==> src/rtl/reg_scoreboard.sv <==
// Pending-write scoreboard for the 16-entry register file.
// Raises the decode stall on RAW hazards and per-register counter saturation.
module reg_scoreboard #(
    parameter int CNT_W = 2
) (
    input  logic        clk,
    input  logic        rst,
    input  logic        issue_valid,
    input  logic        issue_wb_en,
    input  logic [3:0]  issue_dest,
    input  logic [3:0]  src1,
    input  logic [3:0]  src2,
    input  logic        use_src2,
    input  logic        wb_valid,
    input  logic [3:0]  wb_dest,
    input  logic        flush_valid,
    input  logic [3:0]  flush_dest,
    output logic        stall,
    output logic        issue_accept,
    output logic [15:0] busy,
    output logic [5:0]  inflight,
    output logic        err
);

    localparam int EW = CNT_W + 2;
    localparam logic [CNT_W-1:0] CNT_MAX = '1;

    logic [CNT_W-1:0] cnt     [16];
    logic [CNT_W-1:0] cnt_nxt [16];
    logic [1:0]       dec     [16];
    logic [15:0]      pend_nz;
    logic [15:0]      under;
    logic [5:0]       total_nxt;
    logic [EW-1:0]    sum;
    logic             inc;
    logic             raw_haz;
    logic             ovf_haz;

    // Same-cycle writeback or flush already resolves the value via negedge write
    always_comb begin
        for (int r = 0; r < 16; r++) begin
            dec[r] = {1'b0, wb_valid && (wb_dest == 4'(r))}
                   + {1'b0, flush_valid && (flush_dest == 4'(r))};
            pend_nz[r] = EW'(cnt[r]) > EW'(dec[r]);
        end
    end

    assign raw_haz = issue_valid
                   && (pend_nz[src1] || (use_src2 && pend_nz[src2]));
    assign ovf_haz = issue_valid && issue_wb_en
                   && (cnt[issue_dest] == CNT_MAX);
    assign stall        = raw_haz || ovf_haz;
    assign issue_accept = issue_valid && !stall;

    always_comb begin
        sum       = '0;
        inc       = 1'b0;
        total_nxt = '0;
        under     = '0;
        for (int r = 0; r < 16; r++) begin
            inc = issue_accept && issue_wb_en && (issue_dest == 4'(r));
            sum = EW'(cnt[r]) + EW'(inc);
            if (sum < EW'(dec[r])) begin
                under[r]   = 1'b1;
                cnt_nxt[r] = '0;
            end else begin
                cnt_nxt[r] = CNT_W'(sum - EW'(dec[r]));
            end
            total_nxt = total_nxt + 6'(cnt_nxt[r]);
        end
    end

    always_ff @(posedge clk or posedge rst) begin
        if (rst) begin
            cnt      <= '{default: '0};
            inflight <= '0;
            err      <= 1'b0;
        end else begin
            cnt      <= cnt_nxt;
            inflight <= total_nxt;
            err      <= err || (|under);
        end
    end

    always_comb begin
        for (int r = 0; r < 16; r++) begin
            busy[r] = (cnt[r] != '0);
        end
    end

endmodule

==> config.mk <==
export PLATFORM = sky130hd
export DESIGN_NAME = reg_scoreboard
export DESIGN_NICKNAME = d
export VERILOG_FILES = /design/src/rtl/reg_scoreboard.sv
export SDC_FILE = /design/constraint.sdc
export NUM_CORES = 1
export LEC_CHECK = 0
export CAP_MARGIN = 20
export CORE_ASPECT_RATIO = 0.6
export CORE_MARGIN = 5
export CORE_UTILIZATION = 25
export DETAILED_ROUTE_END_ITERATION = 10
export GPL_TIMING_DRIVEN = 0
export SLEW_MARGIN = 20
export SYNTH_ARGS = -nofsm -noshare
export SYNTH_HDL_FRONTEND = slang
export SYNTH_SLANG_ARGS = --single-unit
export TNS_END_PERCENT = 20
==> constraint.sdc <==
create_clock -name clk -period 10.75 [get_ports clk]
set_input_delay 3.225 -clock clk [delete_from_list [all_inputs] [get_ports clk]]
set_output_delay 3.225 -clock clk [all_outputs]
set_load 0.02 [all_outputs]
==> impl_metrics.prom, run 1 <==
# TYPE chip_impl_metric gauge
chip_impl_info{name="outcome",value="finished, final reports clean"} 1
chip_impl_metric{name="setup_viol",unit=""} 0
chip_impl_metric{name="finalHoldWorstSlack",unit="ps"} 517
chip_impl_metric{name="clkLatencyLatePin",unit="ps"} 300
chip_impl_metric{name="hold_path_depth",unit=""} 2
chip_impl_metric{name="chipWidth",unit="um"} 202
chip_impl_info{name="holdCritPathClass",value="reg2reg"} 1
chip_impl_metric{name="drtIter0Drc",unit=""} 447
chip_impl_metric{name="fraction_of_registers_with_async_set_or_reset_after_synthesis",unit="%"} 100
chip_impl_metric{name="finalClockSkew",unit="ps"} 9.50
chip_impl_info{name="cts_tree",value="yes"} 1
chip_impl_metric{name="pwr_density_cell",unit="mW/mm^2"} 259
chip_impl_metric{name="synth_cell_type_count",unit=""} 55
chip_impl_metric{name="max_slew.worst_pin.slew",unit="ps"} 694
chip_impl_metric{name="syn-mean-instance-area",unit="sq um"} 9.22
chip_impl_metric{name="synthesis.nets",unit=""} 772
chip_impl_metric{name="worstPathBufferInverterCount",unit=""} 8
chip_impl_metric{name="p_leak",unit="nW"} 3.47
chip_impl_metric{name="timing.critical_path.required",unit="ps"} 10990
chip_impl_metric{name="via_count",unit=""} 4494
chip_impl_metric{name="internal_power",unit="W"} 0.00100
chip_impl_metric{name="r2r_cells",unit=""} 27
chip_impl_metric{name="clock.fmax",unit="MHz"} 95.0
chip_impl_metric{name="deepest_clock_path_buffer_count",unit=""} 2
chip_impl_metric{name="drtPass1Iterations",unit=""} 5
chip_impl_metric{name="maxSlewViolCount",unit=""} 0
chip_impl_info{name="mostFrequentLayoutCells",value="106 x sky130_fd_sc_hd__inv_1, 90 x sky130_fd_sc_hd__ha_1, 40 x sky130_fd_sc_hd__nor2_1"} 1
chip_impl_metric{name="rel_slew_slack",unit="%"} 53.3
chip_impl_metric{name="period_share",unit="%"} 98.0
chip_impl_metric{name="wirelength_routed",unit="um"} 17700
chip_impl_info{name="startpoint_type",value="input pin"} 1
chip_impl_metric{name="portBuffers",unit=""} 45
chip_impl_metric{name="pin_count_of_the_biggest_net_entering_global_routing",unit=""} 21
chip_impl_info{name="root_buffer_cell",value="sky130_fd_sc_hd__clkbuf_16"} 1
chip_impl_metric{name="timing.critical_path.fanout_max",unit=""} 6
chip_impl_metric{name="cts.reportedPaths.clkPinSlew",unit="ps"} 70
chip_impl_metric{name="placement.setup.worst_slack",unit="ps"} -1420
chip_impl_info{name="end_of_the_worst_register_to_register_path",value="inflight[5]"} 1
chip_impl_metric{name="final_critical_path_setup_slack",unit="ps"} 219
chip_impl_metric{name="cts_htree_levels",unit=""} 2
chip_impl_metric{name="start_util",unit="%"} 25.3
chip_impl_metric{name="design.die.area",unit="sq mm"} 0.0253
chip_impl_info{name="hold_end",value="err"} 1
chip_impl_metric{name="layout-drive-gt1-share",unit="%"} 22.2
chip_impl_metric{name="num-fill-cells",unit=""} 2290
chip_impl_info{name="worstHoldStart",value="err"} 1
chip_impl_info{name="timing.critical_path.to_type",value="register"} 1
chip_impl_info{name="critical_path.slowest_cell",value="sky130_fd_sc_hd__fa_1"} 1
chip_impl_metric{name="gp_congestion",unit=""} 0.922
chip_impl_metric{name="r2r_setup_slack",unit="ps"} 3510
chip_impl_metric{name="report.final.hold_viol_count",unit=""} 0
chip_impl_metric{name="totalNegativeSetupSlack",unit="ps"} 0
chip_impl_metric{name="grt_first_pass_wirelength",unit="um"} 26600
chip_impl_metric{name="die_height",unit="um"} 125
chip_impl_metric{name="comb_power_share",unit="%"} 76.2
chip_impl_metric{name="count_of_clock_tree_sinks",unit=""} 39
chip_impl_metric{name="areaGrowthSynthToFinish",unit="%"} 28.8
chip_impl_metric{name="fp-row-count",unit=""} 42
chip_impl_metric{name="synth.yosys.seq_area_share",unit="%"} 17.7
chip_impl_metric{name="critical_path_depth",unit=""} 32
chip_impl_metric{name="max_cap_viol_count",unit=""} 0
chip_impl_metric{name="multi_input_comb_area",unit="sq mm"} 0.00441
chip_impl_metric{name="area.sequential",unit="sq um"} 976
chip_impl_metric{name="grt_antenna_before_repair",unit=""} 0
chip_impl_info{name="synthFlopType",value="sky130_fd_sc_hd__dfrtp_1"} 1
chip_impl_info{name="critPathKind",value="in2reg"} 1
chip_impl_metric{name="ant_nets",unit=""} 0
chip_impl_info{name="layout.cells.most_common",value="sky130_fd_sc_hd__inv_1"} 1
chip_impl_metric{name="synth_register_bits",unit=""} 39
chip_impl_metric{name="yosysWarningCount",unit=""} 0
chip_impl_metric{name="sum_of_internal_switching_and_leakage_power",unit="W"} 0.00184
chip_impl_metric{name="critical_path.max_stage_delay",unit="ps"} 550
chip_impl_metric{name="place.detailed.hpwl",unit="um"} 14900
chip_impl_metric{name="finalNetCount",unit=""} 849
chip_impl_metric{name="synth_edf_count",unit=""} 0
chip_impl_metric{name="worstPathArrival",unit="ps"} 10770
chip_impl_metric{name="netSwitchingPower",unit="W"} 0.000837
chip_impl_metric{name="netlist_area",unit="sq mm"} 0.00552
chip_impl_metric{name="globalRoute.totalOverflow",unit=""} 0
chip_impl_info{name="reg2reg_from",value="cnt[11]"} 1
chip_impl_metric{name="max_rail_drop_vdd",unit="mV"} 0.320
chip_impl_metric{name="routedWlPerCell",unit="um"} 18.3
chip_impl_metric{name="netSwitchingFraction",unit="%"} 45.5
chip_impl_metric{name="sequentialPowerShare",unit="%"} 13.7
chip_impl_metric{name="io_pins",unit=""} 52
chip_impl_metric{name="clkPwrFrac",unit="%"} 10.1
chip_impl_metric{name="postSynthCellCount",unit=""} 599
chip_impl_metric{name="core",unit="sq mm"} 0.0219
chip_impl_metric{name="period_needed",unit="ps"} 10530
chip_impl_metric{name="grt_use_total",unit="%"} 13.8
chip_impl_metric{name="route.detailed.vias_per_inst",unit=""} 4.67
chip_impl_metric{name="grt_pass1_vias",unit=""} 4257
chip_impl_info{name="critical_path.top_delay_family",value="adder cells"} 1
chip_impl_info{name="worst_path_most_repeated_cell",value="sky130_fd_sc_hd__fa_1"} 1
chip_impl_metric{name="antennaDiodeCount",unit=""} 0
chip_impl_info{name="crit_path_start",value="wb_valid"} 1
chip_impl_metric{name="route.detailed.drc",unit=""} 0
chip_impl_info{name="grt_setup_unrepaired",value="true"} 1
chip_impl_metric{name="hold_buffers",unit=""} 0
chip_impl_metric{name="cts_made_buffers",unit=""} 5
[final cells by class]
type | instances | area share (%)
Timing Repair Buffer | 70 | 9.08
Sequential cell | 39 | 13.7
Buffer | 12 | 1.51
Multi-Input combinational cell | 434 | 62.1
Tap cell | 286 | 5.03
Clock inverter | 2 | 0.545
Inverter | 114 | 6.09
Clock buffer | 6 | 1.95
[registers in the layout, summed over array words and instances, names as in the netlist]
register / count
cnt: 32
inflight: 6
err: 1
[Yosys cell counts (4+ instances only)]
cell type	n	area (sq um)
sky130_fd_sc_hd__o211ai_1	6	45.0
sky130_fd_sc_hd__fa_1	42	841
sky130_fd_sc_hd__buf_2	5	25.0
sky130_fd_sc_hd__mux2i_1	5	50.1
sky130_fd_sc_hd__nand2_1	32	120
sky130_fd_sc_hd__nand2b_1	13	81.3
sky130_fd_sc_hd__a21oi_1	15	75.1
sky130_fd_sc_hd__nor2b_1	20	125
sky130_fd_sc_hd__nand3_1	9	45.0
sky130_fd_sc_hd__xnor2_1	17	149
sky130_fd_sc_hd__nand3b_1	5	37.5
sky130_fd_sc_hd__a2bb2oi_1	4	35.0
sky130_fd_sc_hd__dfrtp_1	39	976
sky130_fd_sc_hd__inv_1	113	424
sky130_fd_sc_hd__or2_2	20	125
sky130_fd_sc_hd__nor4_1	12	75.1
sky130_fd_sc_hd__and2_1	5	31.3
sky130_fd_sc_hd__nor3_1	13	65.1
sky130_fd_sc_hd__ha_1	104	1300
sky130_fd_sc_hd__mux4_2	8	180
sky130_fd_sc_hd__nor2_1	46	173
sky130_fd_sc_hd__o21ai_0	11	55.1
[timing repair]
| item | CTS | global route |
|---|---|---|
| pin swaps | 23 | 38 |
| setup buffers | 12 | 12 |
| gates resized for setup | 79 | 65 |
| endpoints found under the setup margin | 7 | 4 |
[worst max path at each step]
stage	to
after detailed placement	inflight[5]
after floorplan	inflight[5]
after CTS	inflight[5]
final	inflight[5]
after global routing	inflight[5]
after global placement	inflight[5]
[metal layers]
metal / wire (um) / global-route usage (%) / up-vias
li1: - / - / 2149
met1: 9520 / 23.8 / 2178
met2: 6230 / 16.4 / 160
met3: 1850 / 4.24 / 7
met4: 64 / 1.20 / 0
met5: 0 / 0 / -
[worst reg2reg max path, stage by stage (launching register included)]
cell,delay (ps)
sky130_fd_sc_hd__dfrtp_1,440
sky130_fd_sc_hd__ha_1,340
sky130_fd_sc_hd__nor2b_1,150
sky130_fd_sc_hd__a2bb2oi_2,170
sky130_fd_sc_hd__mux4_2,500
sky130_fd_sc_hd__o211ai_4,220
sky130_fd_sc_hd__o211ai_4,140
sky130_fd_sc_hd__buf_8,170
sky130_fd_sc_hd__buf_4,140
sky130_fd_sc_hd__buf_12,120
sky130_fd_sc_hd__nor4_4,330
sky130_fd_sc_hd__ha_2,270
sky130_fd_sc_hd__fa_1,450
sky130_fd_sc_hd__a21oi_1,200
sky130_fd_sc_hd__nor2_1,100
sky130_fd_sc_hd__fa_1,430
sky130_fd_sc_hd__fa_1,550
sky130_fd_sc_hd__inv_1,60
sky130_fd_sc_hd__fa_1,550
sky130_fd_sc_hd__fa_1,430
sky130_fd_sc_hd__fa_1,460
sky130_fd_sc_hd__inv_1,70
sky130_fd_sc_hd__ha_2,190
sky130_fd_sc_hd__inv_2,40
sky130_fd_sc_hd__fa_2,390
sky130_fd_sc_hd__nor2b_1,120
sky130_fd_sc_hd__o21ai_1,80
sky130_fd_sc_hd__nand2b_1,70
[stage by stage]
| stage | instances | utilization [%] | area (sq um) |
|---|---|---|---|
| floorplan | 599 | - | 5520 |
| global placement | 930 | 28.9 | 6330 |
| detailed placement | 931 | 29.1 | 6360 |
| CTS | 951 | 31.5 | 6880 |
| global route | 963 | 32.5 | 7110 |
| finish | 963 | 32.5 | 7110 |
[power by group through the flow]
stage	Sequential, W	Combinational, W	Clock (W)
after floorplan	0.000240	0.000907	0
after global placement	0.000253	0.00122	0
after detailed placement	0.000254	0.00124	0
after CTS	0.000252	0.00134	0.000189
after global routing	0.000257	0.00160	0.000196
final	0.000253	0.00140	0.000186
[kinds of logic after synthesis]
group / synth area share, %
muxes: 4.58
xor gates and xnor gates: 3.17
buffers and inverters: 9.09
DFF: 17.7
adders and majority gates: 38.8
and+or+nand+nor: 18.4
AOI/OAI and AO/OA: 8.25
No activity file was read; power rests on OpenSTA's default activity.
==> run 2: changes to the inputs <==
--- a/config.mk
+++ b/config.mk
@@ -9,8 +9,8 @@
 export CORE_ASPECT_RATIO = 0.6
 export CORE_MARGIN = 5
 export CORE_UTILIZATION = 25
+export CTS_CLUSTER_DIAMETER = 30
 export DETAILED_ROUTE_END_ITERATION = 10
-export GPL_TIMING_DRIVEN = 0
 export SLEW_MARGIN = 20
 export SYNTH_ARGS = -nofsm -noshare
 export SYNTH_HDL_FRONTEND = slang
==> run 2 against run 1 <==
Net effect:
- first-iteration DRC count up 12%
- final cell count increased by 14%
- register-to-register slack about the same
- non-clock buffer count rose by 137
- critical path type unchanged
- largest cell class unchanged
- highest routed layer unchanged
==> impl_metrics.prom, run 2 (synthesis gave the netlist of run 1 again) <==
# TYPE chip_impl_metric gauge
chip_impl_info{name="outcome",value="finished, final reports clean"} 1
chip_impl_info{name="registers.top_by_ff_count",value="cnt"} 1
chip_impl_info{name="layout.cells.most_common",value="sky130_fd_sc_hd__buf_4"} 1
chip_impl_metric{name="setup_viol",unit=""} 0
chip_impl_metric{name="grt_pass1_vias",unit=""} 5139
chip_impl_metric{name="critical_path.max_stage_delay",unit="ps"} 570
chip_impl_metric{name="period_needed",unit="ps"} 10630
chip_impl_metric{name="final_critical_path_setup_slack",unit="ps"} 125
chip_impl_metric{name="routedWlPerCell",unit="um"} 18.4
chip_impl_info{name="root_buffer_cell",value="sky130_fd_sc_hd__clkbuf_16"} 1
chip_impl_metric{name="route.detailed.drc",unit=""} 0
chip_impl_metric{name="count_of_clock_tree_sinks",unit=""} 39
chip_impl_info{name="worst_path_most_repeated_cell",value="sky130_fd_sc_hd__fa_1"} 1
chip_impl_info{name="layout_top_registers",value="cnt: 32 flops, inflight: 6 flops, err: 1 flops"} 1
chip_impl_metric{name="layout.core_utilization",unit="%"} 38.3
chip_impl_metric{name="grt_use_total",unit="%"} 16.0
chip_impl_metric{name="hold_path_depth",unit=""} 2
chip_impl_metric{name="fp-row-count",unit=""} 42
chip_impl_metric{name="report.final.hold_viol_count",unit=""} 0
chip_impl_metric{name="clock.fmax",unit="MHz"} 94.1
chip_impl_metric{name="wirelength_routed",unit="um"} 20200
chip_impl_metric{name="ant_nets",unit=""} 0
chip_impl_metric{name="max_cap_viol_count",unit=""} 0
chip_impl_metric{name="pin_count_of_the_biggest_net_entering_global_routing",unit=""} 40
chip_impl_metric{name="globalRoute.totalOverflow",unit=""} 0
chip_impl_metric{name="grt_first_pass_wirelength",unit="um"} 31200
chip_impl_metric{name="route.detailed.vias_per_inst",unit=""} 4.66
chip_impl_info{name="timing.critical_path.to_type",value="register"} 1
chip_impl_metric{name="max_rail_drop_vdd",unit="mV"} 0.276
chip_impl_metric{name="timing.critical_path.required",unit="ps"} 10990
chip_impl_metric{name="hold_buffers",unit=""} 0
chip_impl_info{name="grt_setup_unrepaired",value="true"} 1
chip_impl_info{name="holdCritPathClass",value="reg2reg"} 1
chip_impl_metric{name="placement.setup.worst_slack",unit="ps"} -915
chip_impl_metric{name="largest_reg_flops",unit=""} 32
chip_impl_metric{name="place.detailed.hpwl",unit="um"} 15900
chip_impl_metric{name="gp_congestion",unit=""} 0.900
chip_impl_metric{name="chipWidth",unit="um"} 202
chip_impl_metric{name="p_leak",unit="nW"} 4.19
chip_impl_metric{name="portBuffers",unit=""} 51
chip_impl_metric{name="worstPathArrival",unit="ps"} 10870
chip_impl_metric{name="cts_htree_levels",unit=""} 2
chip_impl_metric{name="finalClockSkew",unit="ps"} 8.10
chip_impl_metric{name="maxSlewViolCount",unit=""} 0
chip_impl_metric{name="design.die.area",unit="sq mm"} 0.0253
chip_impl_metric{name="die_height",unit="um"} 125
chip_impl_metric{name="grt_antenna_before_repair",unit=""} 0
chip_impl_metric{name="num-fill-cells",unit=""} 2173
chip_impl_metric{name="drtIter0Drc",unit=""} 500
chip_impl_info{name="critical_path.slowest_cell",value="sky130_fd_sc_hd__fa_1"} 1
chip_impl_metric{name="timing.critical_path.fanout_max",unit=""} 4
chip_impl_metric{name="rel_slew_slack",unit="%"} 47.7
chip_impl_metric{name="max_slew.worst_pin.slew",unit="ps"} 783
chip_impl_metric{name="drtPass1Iterations",unit=""} 5
chip_impl_metric{name="period_share",unit="%"} 98.8
chip_impl_metric{name="finalNetCount",unit=""} 987
chip_impl_metric{name="areaGrowthSynthToFinish",unit="%"} 51.7
chip_impl_metric{name="layout-drive-gt1-share",unit="%"} 37.1
chip_impl_metric{name="r2r_cells",unit=""} 27
chip_impl_info{name="critPathKind",value="in2reg"} 1
chip_impl_metric{name="core",unit="sq mm"} 0.0219
chip_impl_metric{name="start_util",unit="%"} 25.3
chip_impl_metric{name="cts_made_buffers",unit=""} 5
chip_impl_metric{name="deepest_clock_path_buffer_count",unit=""} 2
chip_impl_metric{name="clkLatencyLatePin",unit="ps"} 300
chip_impl_metric{name="via_count",unit=""} 5129
chip_impl_info{name="startpoint_type",value="input pin"} 1
chip_impl_info{name="cts_tree",value="yes"} 1
chip_impl_metric{name="antennaDiodeCount",unit=""} 0
chip_impl_metric{name="io_pins",unit=""} 52
chip_impl_info{name="mostFrequentLayoutCells",value="155 x sky130_fd_sc_hd__buf_4, 107 x sky130_fd_sc_hd__inv_1, 83 x sky130_fd_sc_hd__ha_1"} 1
chip_impl_metric{name="pwr_density_cell",unit="mW/mm^2"} 241
chip_impl_metric{name="cts.reportedPaths.clkPinSlew",unit="ps"} 70
[run 2: cell types whose count changed in the layout (fill, tap and decap cells not counted), sizes merged, moves of 6 or more]
cell	change
buf	+129
clkbuf	-9
dlygate4sd2	+8
clkdlybuf4s50	+6
[run 2: final timing paths]
path	from	endpoint	slack, ps
worst min register to register	err	err	530
worst max register to register	cnt[31]	inflight[5]	3510
worst max-delay path	flush_dest[2]	inflight[5]	120
worst min-delay path	err	err	530
max in group asynchronous	rst	cnt[6]	6980
min in group asynchronous	rst	inflight[4]	3380
[run 2: worst max-delay path, delay by kind of cell]
kind	cells	cell delay (ps)
XOR/XNOR	1	210
AO/OA/AOI/OAI	4	640
multiplexers	1	500
buffers and inverters	9	960
AND/OR/NAND/NOR	7	1210
adder cells (fa/ha/maj)	11	4120
[run 2: per-stage QoR]
stage               std cells  area (sq um)  power [W]  TNS, ps  hold WS, ps
floorplan                 599          5520    0.00115        0          595
global placement         1057          7330    0.00161    -3450          529
detailed placement       1057          7330    0.00165    -3660          532
CTS                      1089          8110    0.00200        0          549
global route             1101          8380    0.00227     -414          581
finish                   1101          8380    0.00202        0          527
[run 2: layout make-up]
class	instances	area, sq um	share of cell area [%]
clock inverters	3	71.3	0.852
clock buffers	5	125	1.49
flip-flops and latches	39	976	11.7
inverters	114	428	5.11
well taps	286	358	4.27
repair buffers	219	1860	22.2
multi-input cells	435	4560	54.4
[run 2: where the power goes]
part / switching (W) / internal, W / total (W)
Combinational: 0.000759 / 0.000788 / 0.00155
Clock: 0.0000771 / 0.000135 / 0.000212
Sequential: 0.0000539 / 0.000205 / 0.000259
Total: 0.000890 / 0.00113 / 0.00202
[run 2: metal layers]
metal / part of all wire [%] / up-vias / global-route usage (%) / wire (um)
li1: - / 2429 / - / -
met5: 0 / - / 0 / 0
met1: 54 / 2515 / 27.0 / 10800
met3: 8.2 / 15 / 4.27 / 1660
met4: 0.56 / 0 / 1.24 / 113
met2: 38 / 170 / 20.2 / 7610
[run 2: repair_timing]
action	in CTS	in global routing
endpoints found under the hold margin	0	0
setup endpoints to repair	5	4
setup buffers	24	12
pin swaps	53	36
gates resized for setup	99	38
gates cloned	2	0
